[src/rtl/spi_gyro_reader.sv]
// Mode-3 SPI master for the gyro. After reset it wakes the IMU once, then on
// each period tick it burst-reads GX/GY/GZ and presents them with a valid strobe.
module spi_gyro_reader #(
    parameter int unsigned CLK_DIV       = 5,
    parameter int unsigned SAMPLE_PERIOD = 100000,
    parameter logic [7:0]  GYRO_REG      = 8'h43,
    parameter logic [7:0]  PWR_REG       = 8'h6B,
    parameter logic [7:0]  PWR_VAL       = 8'h00
) (
    input  logic        clk_100mhz,
    input  logic        rst_in,
    input  logic        miso,
    output logic        sclk,
    output logic        mosi,
    output logic        cs_n,
    output logic [15:0] gx,
    output logic [15:0] gy,
    output logic [15:0] gz,
    output logic        valid,
    output logic        busy
);
    localparam logic [2:0] ST_INIT_WAIT = 3'd0;
    localparam logic [2:0] ST_CS_SETUP  = 3'd1;
    localparam logic [2:0] ST_SHIFT     = 3'd2;
    localparam logic [2:0] ST_CS_HOLD   = 3'd3;
    localparam logic [2:0] ST_LATCH     = 3'd4;
    localparam logic [2:0] ST_IDLE      = 3'd5;

    localparam int CNT_W = $clog2(2 * CLK_DIV + 16);
    localparam int TMR_W = $clog2(SAMPLE_PERIOD + 1);

    localparam logic [CNT_W-1:0] HALF_LAST = CNT_W'(CLK_DIV - 1);
    localparam logic [CNT_W-1:0] BIT_LAST  = CNT_W'(2 * CLK_DIV - 1);
    localparam logic [CNT_W-1:0] WAIT_LAST = CNT_W'(15);
    localparam logic [TMR_W-1:0] TMR_LAST  = TMR_W'(SAMPLE_PERIOD - 1);

    localparam logic [5:0] INIT_BIT_LAST   = 6'd15;
    localparam logic [5:0] SAMPLE_BIT_LAST = 6'd55;

    // Both frames are left-aligned in a 56-bit word; the init frame just stops early.
    localparam logic [55:0] INIT_WORD   = {1'b0, PWR_REG[6:0], PWR_VAL, 40'd0};
    localparam logic [55:0] SAMPLE_WORD = {1'b1, GYRO_REG[6:0], 48'd0};

    logic [2:0]       state_q, state_d;
    logic [CNT_W-1:0] cnt_q, cnt_d;
    logic [5:0]       bit_q, bit_d;
    logic [TMR_W-1:0] timer_q, timer_d;
    logic [54:0]      tx_q, tx_d;
    logic [47:0]      rx_q, rx_d;
    logic             init_done_q, init_done_d;
    logic             sclk_q, sclk_d;
    logic             cs_n_q, cs_n_d;
    logic             mosi_q, mosi_d;
    logic [15:0]      gx_q, gx_d;
    logic [15:0]      gy_q, gy_d;
    logic [15:0]      gz_q, gz_d;
    logic             valid_q, valid_d;
    logic             busy_q, busy_d;

    logic             tick;
    logic             start_frame;
    logic [5:0]       bit_last;
    logic [55:0]      frame_word;

    always_comb begin
        state_d     = state_q;
        cnt_d       = cnt_q;
        bit_d       = bit_q;
        tx_d        = tx_q;
        rx_d        = rx_q;
        init_done_d = init_done_q;
        sclk_d      = sclk_q;
        cs_n_d      = cs_n_q;
        mosi_d      = mosi_q;
        gx_d        = gx_q;
        gy_d        = gy_q;
        gz_d        = gz_q;
        valid_d     = 1'b0;
        busy_d      = busy_q;
        start_frame = 1'b0;

        tick       = (timer_q == TMR_LAST);
        timer_d    = tick ? '0 : timer_q + TMR_W'(1);
        bit_last   = init_done_q ? SAMPLE_BIT_LAST : INIT_BIT_LAST;
        frame_word = init_done_q ? SAMPLE_WORD : INIT_WORD;

        case (state_q)
            ST_INIT_WAIT: begin
                cnt_d = cnt_q + 1'b1;
                if (cnt_q == WAIT_LAST) begin
                    start_frame = 1'b1;
                end
            end
            ST_CS_SETUP: begin
                cnt_d = cnt_q + 1'b1;
                if (cnt_q == HALF_LAST) begin
                    state_d = ST_SHIFT;
                    cnt_d   = '0;
                    sclk_d  = 1'b0;
                end
            end
            ST_SHIFT: begin
                cnt_d = cnt_q + 1'b1;
                // miso is captured on the same clk edge that raises sclk
                if (cnt_q == HALF_LAST) begin
                    sclk_d = 1'b1;
                    rx_d   = {rx_q[46:0], miso};
                end
                if (cnt_q == BIT_LAST) begin
                    cnt_d = '0;
                    if (bit_q == bit_last) begin
                        state_d = ST_CS_HOLD;
                    end else begin
                        bit_d  = bit_q + 1'b1;
                        sclk_d = 1'b0;
                        mosi_d = tx_q[54];
                        tx_d   = {tx_q[53:0], 1'b0};
                    end
                end
            end
            ST_CS_HOLD: begin
                cnt_d = cnt_q + 1'b1;
                if (cnt_q == HALF_LAST) begin
                    cnt_d  = '0;
                    cs_n_d = 1'b1;
                    busy_d = 1'b0;
                    if (init_done_q) begin
                        state_d = ST_LATCH;
                        gx_d    = rx_q[47:32];
                        gy_d    = rx_q[31:16];
                        gz_d    = rx_q[15:0];
                        valid_d = 1'b1;
                    end else begin
                        state_d     = ST_IDLE;
                        init_done_d = 1'b1;
                    end
                end
            end
            ST_LATCH: begin
                state_d = ST_IDLE;
                if (tick) begin
                    start_frame = 1'b1;
                end
            end
            ST_IDLE: begin
                if (tick) begin
                    start_frame = 1'b1;
                end
            end
            default: begin
                state_d = ST_INIT_WAIT;
                cnt_d   = '0;
            end
        endcase

        // The first bit goes out together with the falling cs_n.
        if (start_frame) begin
            state_d = ST_CS_SETUP;
            cnt_d   = '0;
            bit_d   = '0;
            cs_n_d  = 1'b0;
            sclk_d  = 1'b1;
            busy_d  = 1'b1;
            mosi_d  = frame_word[55];
            tx_d    = frame_word[54:0];
        end
    end

    always_ff @(posedge clk_100mhz) begin
        if (!rst_in) begin
            state_q     <= ST_INIT_WAIT;
            cnt_q       <= '0;
            bit_q       <= '0;
            timer_q     <= '0;
            tx_q        <= '0;
            rx_q        <= '0;
            init_done_q <= 1'b0;
            sclk_q      <= 1'b1;
            cs_n_q      <= 1'b1;
            mosi_q      <= 1'b0;
            gx_q        <= '0;
            gy_q        <= '0;
            gz_q        <= '0;
            valid_q     <= 1'b0;
            busy_q      <= 1'b0;
        end else begin
            state_q     <= state_d;
            cnt_q       <= cnt_d;
            bit_q       <= bit_d;
            timer_q     <= timer_d;
            tx_q        <= tx_d;
            rx_q        <= rx_d;
            init_done_q <= init_done_d;
            sclk_q      <= sclk_d;
            cs_n_q      <= cs_n_d;
            mosi_q      <= mosi_d;
            gx_q        <= gx_d;
            gy_q        <= gy_d;
            gz_q        <= gz_d;
            valid_q     <= valid_d;
            busy_q      <= busy_d;
        end
    end

    assign sclk  = sclk_q;
    assign mosi  = mosi_q;
    assign cs_n  = cs_n_q;
    assign gx    = gx_q;
    assign gy    = gy_q;
    assign gz    = gz_q;
    assign valid = valid_q;
    assign busy  = busy_q;

endmodule

[config.mk]
export PLATFORM = sky130hd
export DESIGN_NAME = spi_gyro_reader
export DESIGN_NICKNAME = d
export VERILOG_FILES = /design/src/rtl/spi_gyro_reader.sv
export SDC_FILE = /design/constraint.sdc
export NUM_CORES = 1
export LEC_CHECK = 0
export ABC_AREA = 1
export BUFFER_PORTS_ARGS = -buffer_cell sky130_fd_sc_hd__buf_2
export CORE_MARGIN = 3
export CORE_UTILIZATION = 58
export CTS_CLUSTER_DIAMETER = 30
export CTS_CLUSTER_SIZE = 20
export DETAILED_ROUTE_END_ITERATION = 7
export PLACE_DENSITY_LB_ADDON = 0.15
export SLEW_MARGIN = 20
export SYNTH_ARGS = -nofsm -noshare
export SYNTH_HDL_FRONTEND = slang
export SYNTH_SLANG_ARGS = --single-unit
[constraint.sdc]
create_clock -name clk_100mhz -period 1.8 [get_ports clk_100mhz]
set_input_delay 0.09 -clock clk_100mhz [delete_from_list [all_inputs] [get_ports clk_100mhz]]
set_output_delay 0.09 -clock clk_100mhz [all_outputs]
set_load 0.01 [all_outputs]
==> results.yml, run 1 <==
clock_network:
  cts_htree_levels: 4
  path_clk_slew_ns: 0.06
  clockRootBuffer: "clkbuf_8"
  clockBufferDepth: 2
  tritoncts: "built"
  cts_sinks: 140
  insertion_delay_ns: 0.52
  cts_buffers: 17
critical_path:
  cpPeakStageDelay_ns: 0.37
  critPathRequiredTime_ns: 2.20
  cp_slowest_cell: "dfxtp_1"
  cp-start-kind: "flip-flop"
  arrival_ns: 2.08
  critPathKind: "flip-flop to flip-flop"
  cpMostUsedCell: "inv_1"
  path_max_fanout: 48
  end_kind: "flip-flop"
  crit_chain: "inv_1 > ha_1 > nand2_1 > inv_1 > nand2_1 > inv_1 > nand2_4 > inv_2 > buf_12 > nor2_1 > nor2_1"
timing:
  finalWorstSetupSlack_ns: 0.1148
  fmax_mhz: 593.4
  hold_viol: 0
  slew_violations: 0
  setup_viol: 0
  worst_clock_skew_ns: 0.01146
  tightest_slew_ns: 0.5460
  rsz0062_at_grt: "yes"
  final.setup.tns_ns: 0
  finalCritPeriodShare: 0.9362
  finalCriticalPeriod_ns: 1.685
  relSlewSlack: 0.6360
synth:
  synth-async-reset-ratio: 0
  synth-edff-count: 0
  yosysTopAreaCell: "dfxtp_1"
  netlist-cell-type-count: 34
  ys_seq_area_frac: 0.5114
  yosys-top-cells-area: "dfxtp_1 51%, nor2_1 16%, o21ai_0 8.7%"
  synthCells: 724
  synthFlopType: "dfxtp_1"
  synth_area_sq_um: 5480
  synth.avg_cell_area_sq_um: 7.569
  synth_most_common_cell: "nor2_1"
  ys_ff_latch: 140
  yosys-top-cells-count: "231 x nor2_1, 140 x dfxtp_1, 95 x o21ai_0"
  yosys_warnings: 0
  syn_nets: 733
  synth_top_area_share: 0.5114
power_and_ir_drop:
  leakage_nw: 2.738
  finalPower_mw: 6.462
  ir_drop_uv: 681.6
  power.density_nw_per_um2: 988.4
floorplanning:
  ios: 56
  die_h_um: 103.2
  core_area_sq_um: 8934
  fp.dieW_um: 103.2
  initial_core_util: 0.6134
  row_count: 34
  dieArea_sq_um: 10650
layout:
  nFillCells: 728
  area_growth_pct: 19.29
  antenna_cells: 0
  fin_nets: 795
  drive_gt1_frac: 0.1779
drt:
  drtIter0Drc: 235
  wl_per_cell_um: 12.99
  drc: 0
  vias: 4776
  wl_um: 11770
  ant_nets: 0
  vias_per_cell: 5.272
  dr.pass1.iters: 5
placement:
  dp_hpwl_um: 7657
  portBuffers: 55
  place_congestion: 0.8432
  dp_slack_ns: 0.04278
job:
  cap_violations: 0
grt:
  grt_start_max_net_pins: 75
  grt_pass1_vias: 4348
  grt_overflow: 0
  track_usage: 0.2324
  antenna_found_initial: 0
  grt_pass1_wl_um: 19500
status:
  status: "complete, no violations"
worst_hold_path:
  hp-class: "input port to flip-flop"
## logic make-up (layout without fill, tap and decap cells)
group | count (synthesis) | in the layout | share of synthesized area
AND/OR/NAND/NOR | 360 | 360 | 0.2737
flip-flops | 140 | 140 | 0.5114
AO/OA/AOI/OAI | 131 | 131 | 0.1256
buffers and inverters | 81 | 155 | 0.06598
adder cells (fa/ha/maj) | 6 | 6 | 0.01370
XOR/XNOR | 6 | 6 | 0.009589
## where the power goes
part	switching, mW	internal [mW]	leakage (nW)
clock network	1.31	1.88	0.255
logic	0.0973	0.0530	1.35
registers	0.0101	3.11	1.13
## stage by stage
stage	hold slack [ns]	util	area [sq um]	instances
6_report	0.4246	0.7318	6538	906
2_1_floorplan	0.2542	-	5480	724
3_5_place_dp	0.3734	0.6555	5856	868
5_1_grt	0.4350	0.7318	6538	906
4_1_cts	0.3966	0.7190	6424	901
3_3_place_gp	0.3725	0.6555	5856	868
## sequential cells by signal (all words and copies together), names as in the netlist, 3 cells and up
name	count
state_q	3
cnt_q	5
timer_q	17
rx_q	48
gx	16
gz	16
bit_q	6
tx_q	7
gy	16
## critical path, delay by kind of cell, from the launching register on
kind                       cells  cell delay, ns
adders and majority gates      1            0.19
and+or+nand+nor                5            0.51
DFF                            1            0.37
buffers and inverters          5            0.47
## cell type report
type	count	area, sq um	share of cell area
flip-flops and latches	140	2804	0.4289
repair buffers	76	496.7	0.07598
clock buffers	20	435.4	0.06660
inverters	47	185.2	0.02833
repair inverters	1	5.005	0.0007656
well taps	108	135.1	0.02067
multi-input cells	503	2364	0.3615
clock inverters	11	112.6	0.01722
## worst paths after layout
| path | start | endpoint | slack [ns] | cells after the start |
|---|---|---|---|---|
| setup / recovery | cnt_q[0]$_SDFFE_PP0P_ | rx_q[47]$_SDFFE_PN0P_ | 0.11 | 11 |
| hold / removal | rst_in | cs_n$_SDFFE_PN1P_ | 0.42 | 3 |
| setup reg to reg | cnt_q[0]$_SDFFE_PP0P_ | rx_q[47]$_SDFFE_PN0P_ | 0.11 | 11 |
| hold reg to reg | timer_q[0]$_SDFF_PP0_ | timer_q[0]$_SDFF_PP0_ | 0.44 | 1 |
## repair_timing
action / in CTS / in global routing
endpoints found under the hold margin: 4 / 0
buffers inserted: 0 / 3
resized for setup: 0 / 19
setup endpoints to repair: 0 / 33
hold buffers: 2 / 0
## layer usage
layer  share of wire  global-route usage
met1            0.44              0.2841
met2            0.50              0.3892
met3           0.039             0.06103
met4           0.017             0.09661
met5               0                   0
## placed cells by master, fill, tap and decap left out, drive strengths merged
master	n
nor2	238
dfxtp	140
o21ai	108
nand2	78
buf	73
inv	48
nand3	23
clkbuf	21
a21oi	17
nand4	8
nor3	8
clkinvlp	6
ha	6
xor2	5
clkinv	4
a22oi	3
or2	2
nor3b	2
dlygate4sd3	2
o21bai	1
o21a	1
a31oi	1
and3	1
xnor2	1
bufinv	1
Power figures use the tool's default switching activity.
==> inputs of run 2 (changes only) <==
--- a/config.mk
+++ b/config.mk
@@ -13,6 +13,7 @@
 export CTS_CLUSTER_SIZE = 20
 export DETAILED_ROUTE_END_ITERATION = 7
 export PLACE_DENSITY_LB_ADDON = 0.15
+export RECOVER_POWER = 50
 export SLEW_MARGIN = 20
 export SYNTH_ARGS = -nofsm -noshare
 export SYNTH_HDL_FRONTEND = slang
==> results.yml, run 2 (synthesized netlist as in run 1, its figures left out) <==
clock_network:
  path_clk_slew_ns: 0.06
  cts_sinks: 140
  cts_buffers: 17
  cts_htree_levels: 4
  clockBufferDepth: 2
  clockRootBuffer: "clkbuf_8"
  tritoncts: "built"
  insertion_delay_ns: 0.51
layout:
  final_common_cell: "nor2_1"
  finalNonFillerCells: 906
  nFillCells: 751
  drive_gt1_frac: 0.1115
  final_cell_mix: "228 x nor2_1, 139 x dfxtp_1, 94 x o21ai_0, 72 x nand2_1, 55 x clkbuf_1"
  area_growth_pct: 18.08
  largest_register_ffs: 48
  antenna_cells: 0
  regMostFlops: "rx_q"
  fin_nets: 795
  reg_top3: "rx_q x48, timer_q x17"
critical_path:
  cpPeakStageDelay_ns: 0.37
  crit_family: "simple AND/OR/NAND/NOR gates"
  cp-start-kind: "flip-flop"
  cpMostUsedCell: "inv_1"
  path_buf_inv: 5
  critPathRequiredTime_ns: 2.19
  end_kind: "flip-flop"
  crit_start: "cnt_q[0]$_SDFFE_PP0P_"
  cp_slowest_cell: "dfxtp_1"
  arrival_ns: 2.08
  path_max_fanout: 48
  crit_chain: "inv_1 > ha_1 > nand2_1 > inv_1 > nand2_1 > inv_1 > nand2_4 > inv_2 > buf_12 > nor2_1 > nor2_1"
  critPathKind: "flip-flop to flip-flop"
  r2r_cells: 11
  path_depth: 11
  reg2reg_from: "cnt_q[0]$_SDFFE_PP0P_"
timing:
  hold_viol: 0
  relSlewSlack: 0.6366
  worst_clock_skew_ns: 0.01172
  finalCritPeriodShare: 0.9353
  slew_violations: 0
  setup_viol: 0
  tightest_slew_ns: 0.5451
  finalCriticalPeriod_ns: 1.684
  final.setup.tns_ns: 0
  rsz0062_at_grt: "yes"
  fmax_mhz: 594.0
placement:
  place_congestion: 0.8432
  portBuffers: 55
  dp_hpwl_um: 7657
  dp_cells: 868
grt:
  grt_pass1_vias: 4348
  grt_pass1_wl_um: 19500
  grt_start_max_net_pins: 75
  grt_overflow: 0
  track_usage: 0.2324
  antenna_found_initial: 0
drt:
  ant_nets: 0
  dr.pass1.iters: 5
  vias_per_cell: 5.263
  vias: 4768
  wl_per_cell_um: 13.07
  drtIter0Drc: 248
  wl_um: 11850
  drc: 0
floorplanning:
  die_h_um: 103.2
  core_area_sq_um: 8934
  ios: 56
  row_count: 34
  fp.dieW_um: 103.2
  dieArea_sq_um: 10650
  initial_core_util: 0.6134
power_and_ir_drop:
  leakage_nw: 2.510
  ir_drop_uv: 682.6
  power.density_nw_per_um2: 998.4
worst_hold_path:
  hp-class: "input port to flip-flop"
  hold_path_depth: 3
  hp-start: "rst_in"
status:
  status: "complete, no violations"
job:
  cap_violations: 0
## run 2: cell types whose count changed in the layout (fill, tap and decap cells not counted), sizes merged
cell and change:
buf -53, clkbuf +53
## run 2: worst paths after layout
check                                        endpoint  slack (ns)
worst min register to register  timer_q[0]$_SDFF_PP0_        0.45
worst max register to register  rx_q[47]$_SDFFE_PN0P_        0.12
worst min-delay path                cs_n$_SDFFE_PN1P_        0.42
worst max-delay path            rx_q[47]$_SDFFE_PN0P_        0.12
## run 2: layer usage
layer  share of wire  GRT usage  wire length (um)
met1            0.45     0.2841              5302
met2            0.50     0.3892              5949
met3           0.036    0.06103               426
met4           0.014    0.09661               167
met5               0          0                 0
## run 2: layout make-up
cell class	count	area (sq um)	area share
tap	108	135.1	0.02088
timing repair buffer	76	430.4	0.06651
inverter	47	185.2	0.02862
multi-input combinational	503	2364	0.3652
sequential	140	2804	0.4333
clock inverter	11	112.6	0.01740
clock buffer	20	435.4	0.06729
timing repair inverter	1	5.005	0.0007734
## run 2: report_power, final
part,internal (mW),switching [mW]
logic,0.0530,0.0977
clock network,1.88,1.31
registers,3.11,0.0101
total,5.04,1.42
## run 2: worst min-delay path, stage by stage
cell and delay [ns]:
dlygate4sd3_1 0.53, buf_2 0.18, o21ai_0 0.09
## run 2: what timing repair did
action	CTS	global route
buffers inserted	0	3
endpoints found under the hold margin	4	0
hold buffers	2	0
setup endpoints to repair	0	33
gates resized for setup	0	19
## run 2: stage by stage
stage | power [mW] | hold slack (ns) | setup slack [ns] | cell area, sq um | util
detailed placement | 3.325 | 0.3734 | 0.04278 | 5856 | 0.6555
floorplan | 3.297 | 0.2542 | 0.2612 | 5480 | -
finish | 6.461 | 0.4235 | 0.1165 | 6471 | 0.7244
global route | 6.689 | 0.4350 | -0.03477 | 6471 | 0.7244
CTS | 6.499 | 0.3966 | 0.01822 | 6424 | 0.7190
global placement | 3.321 | 0.3725 | 0.06218 | 5856 | 0.6555
==> inputs of run 3 (changes only) <==
--- a/config.mk
+++ b/config.mk
@@ -5,15 +5,16 @@
 export SDC_FILE = /design/constraint.sdc
 export NUM_CORES = 1
 export LEC_CHECK = 0
-export ABC_AREA = 1
 export BUFFER_PORTS_ARGS = -buffer_cell sky130_fd_sc_hd__buf_2
 export CORE_MARGIN = 3
 export CORE_UTILIZATION = 58
 export CTS_CLUSTER_DIAMETER = 30
 export CTS_CLUSTER_SIZE = 20
 export DETAILED_ROUTE_END_ITERATION = 7
+export MAX_ROUTING_LAYER = met4
 export PLACE_DENSITY_LB_ADDON = 0.15
 export RECOVER_POWER = 50
+export SETUP_SLACK_MARGIN = 0.3
 export SLEW_MARGIN = 20
 export SYNTH_ARGS = -nofsm -noshare
 export SYNTH_HDL_FRONTEND = slang
==> results.yml, run 3 <==
placement:
  dp_slack_ns: 0.08089
  dp_hpwl_um: 7854
  portBuffers: 55
  place_congestion: 0.9020
drt:
  wl_um: 24380
  drc: 0
  dr.pass1.iters: 6
  wl_per_cell_um: 27.03
  vias: 6356
  drtIter0Drc: 734
  ant_nets: 0
  vias_per_cell: 7.047
synth:
  synth-edff-count: 0
  netlist-cell-type-count: 52
  synth_area_sq_um: 5512
  yosysTopAreaCell: "dfxtp_1"
  synth_most_common_cell: "nand2_1"
  synth.avg_cell_area_sq_um: 8.301
  synthCells: 664
  ys_seq_area_frac: 0.5085
  yosys-top-cells-count: "156 x nand2_1, 140 x dfxtp_1, 114 x a21oi_1"
  syn_nets: 673
  synthFlopType: "dfxtp_1"
  synth_top_area_share: 0.5085
  ys_ff_latch: 140
  yosys-top-cells-area: "dfxtp_1 51%, nand2_1 11%, a21oi_1 10%"
  synth-async-reset-ratio: 0
  yosys_warnings: 0
timing:
  final.setup.tns_ns: -0.4471
  fmax_mhz: 531.3
  relSlewSlack: 0.6213
  slew_violations: 0
  worst_clock_skew_ns: 0.01184
  rsz0062_at_grt: "yes"
  finalWorstSetupSlack_ns: -0.08212
  setup_viol: 18
  tightest_slew_ns: 0.5673
  hold_viol: 0
  finalCriticalPeriod_ns: 1.882
  finalCritPeriodShare: 1.046
job:
  cap_violations: 0
layout:
  drive_gt1_frac: 0.4201
  reg_top3: "rx_q x48, timer_q x17"
  antenna_cells: 0
  final_cell_mix: "124 x dfxtp_1, 110 x nand2_1, 76 x a21oi_2, 53 x clkbuf_1, 38 x nand2_4"
  fin_nets: 772
  regMostFlops: "rx_q"
  largest_register_ffs: 48
  final_common_cell: "dfxtp_1"
  area_growth_pct: 53.58
critical_path:
  cp_slowest_cell: "dfxtp_4"
  reg2reg_from: "timer_q[6]$_SDFF_PP0_"
  arrival_ns: 2.29
  path_buf_inv: 2
  critPathRequiredTime_ns: 2.21
  path_max_fanout: 16
  worstReg2RegEnd: "timer_q[6]$_SDFF_PP0_"
  reg2reg_slack_ns: -0.08
  crit_family: "simple AND/OR/NAND/NOR gates"
  end_kind: "flip-flop"
  critPathKind: "flip-flop to flip-flop"
  cp-start-kind: "flip-flop"
  r2r_cells: 6
  cpPeakStageDelay_ns: 0.37
  crit_chain: "nor4bb_2 > nand4_1 > buf_6 > nand2_1 > clkbuf_2 > nor2_1"
floorplanning:
  row_count: 34
  dieArea_sq_um: 10710
  core_area_sq_um: 8976
  initial_core_util: 0.6140
  die_h_um: 103.5
  fp.dieW_um: 103.5
  ios: 56
power_and_ir_drop:
  combPwrFrac: 0.028
  sw_frac_of_total: 0.2622
  power.density_nw_per_um2: 815.4
  seqPwrFrac: 0.453
  p_clk_frac: 0.519
  power_switching_mw: 1.809
  ir_drop_uv: 1207
  leakage_nw: 3.191
  p_int_mw: 5.092
clock_network:
  clockRootBuffer: "clkbuf_8"
  cts_buffers: 17
  path_clk_slew_ns: 0.07
  cts_sinks: 140
  clockBufferDepth: 2
  tritoncts: "built"
  insertion_delay_ns: 0.55
  cts_htree_levels: 4
grt:
  grt_start_max_net_pins: 62
  grt_pass1_wl_um: 23780
  grt_overflow: 0
  track_usage: 0.2932
  grt_pass1_vias: 4906
  antenna_found_initial: 0
status:
  status: "finished with violations"
  violations: "setup timing"
worst_hold_path:
  hold_path_end: "rx_q[0]$_SDFFE_PN0P_"
  hp-start: "miso"
  hold_path_depth: 4
  hp-class: "input port to flip-flop"
## run 3: cell families (layout without fill, tap and decap cells)
family	count (synthesis)	in the layout	share of synthesized area
fa+ha+maj	6	6	0.01362
compound gates	159	159	0.1610
xor+xnor	15	15	0.02384
flops	140	140	0.5085
buf+inv	52	163	0.04291
simple gates	292	293	0.2502
## run 3: what timing repair did
action | CTS | global route
pin swaps | 17 | 112
hold buffers | 2 | 0
hold endpoints to repair | 6 | 0
gates cloned | 5 | 12
endpoints found under the setup margin | 125 | 139
gates resized for setup | 61 | 260
buffers inserted | 12 | 14
## run 3: final cells by class
type,count,area [sq um]
inverter,5,23.77
clock inverter,15,167.7
multi-input combinational,473,3714
fill,265,511.7
sequential,140,2835
timing repair buffer,126,1152
tap,126,157.7
clock buffer,17,414.1
## run 3: power groups by stage
stage / logic (mW) / registers (mW) / clock network (mW)
floorplan: 0.0802 / 3.19 / 0
global placement: 0.105 / 3.19 / 0
detailed placement: 0.108 / 3.20 / 0
CTS: 0.143 / 3.13 / 3.46
global route: 0.197 / 3.13 / 3.66
finish: 0.195 / 3.13 / 3.58
## run 3: how the worst max path moves through the flow
stage | depth (start not counted) | slack [ns] | start | to
floorplan | 7 | 0.21 | timer_q[1]$_SDFF_PP0_ | bit_q[3]$_SDFFE_PP0P_
global placement | 7 | 0.12 | cnt_q[0]$_SDFFE_PP0P_ | rx_q[23]$_SDFFE_PN0P_
detailed placement | 7 | 0.08 | cnt_q[0]$_SDFFE_PP0P_ | rx_q[15]$_SDFFE_PN0P_
CTS | 8 | 0.15 | cnt_q[1]$_SDFFE_PP0P_ | gy[13]$_SDFFE_PN0P_
global route | 7 | -0.16 | cnt_q[0]$_SDFFE_PP0P_ | cnt_q[3]$_SDFFE_PP0P_
finish | 6 | -0.08 | timer_q[6]$_SDFF_PP0_ | timer_q[6]$_SDFF_PP0_
## run 3: tightest hold or removal path, cell delays in order
cell and delay, ns:
dlygate4sd3_1 0.53, buf_2 0.14, nand2_4 0.06, a21oi_2 0.05
## run 3: per-layer routing
metal  vias to the layer above  share of wire  global-route usage
met5                         -              0                   -
met4                         0          0.078              0.1365
met3                       219           0.12             0.05500
met2                       675           0.46              0.4681
met1                      2953           0.34              0.3594
li1                       2509              -                   -
## run 3: stage by stage
step           instances  instance area (sq um)  hold slack, ns  power, mW  utilization
6_report             902                   8464          0.3743      6.902       0.9430
5_1_grt              902                   8464          0.3714      6.987       0.9430
4_1_cts              876                   7082          0.3338      6.729       0.7890
3_5_place_dp         825                   6055          0.3381      3.303       0.6745
3_3_place_gp         825                   6055          0.3318      3.298       0.6745
2_1_floorplan        664                   5658          0.1700      3.272            -
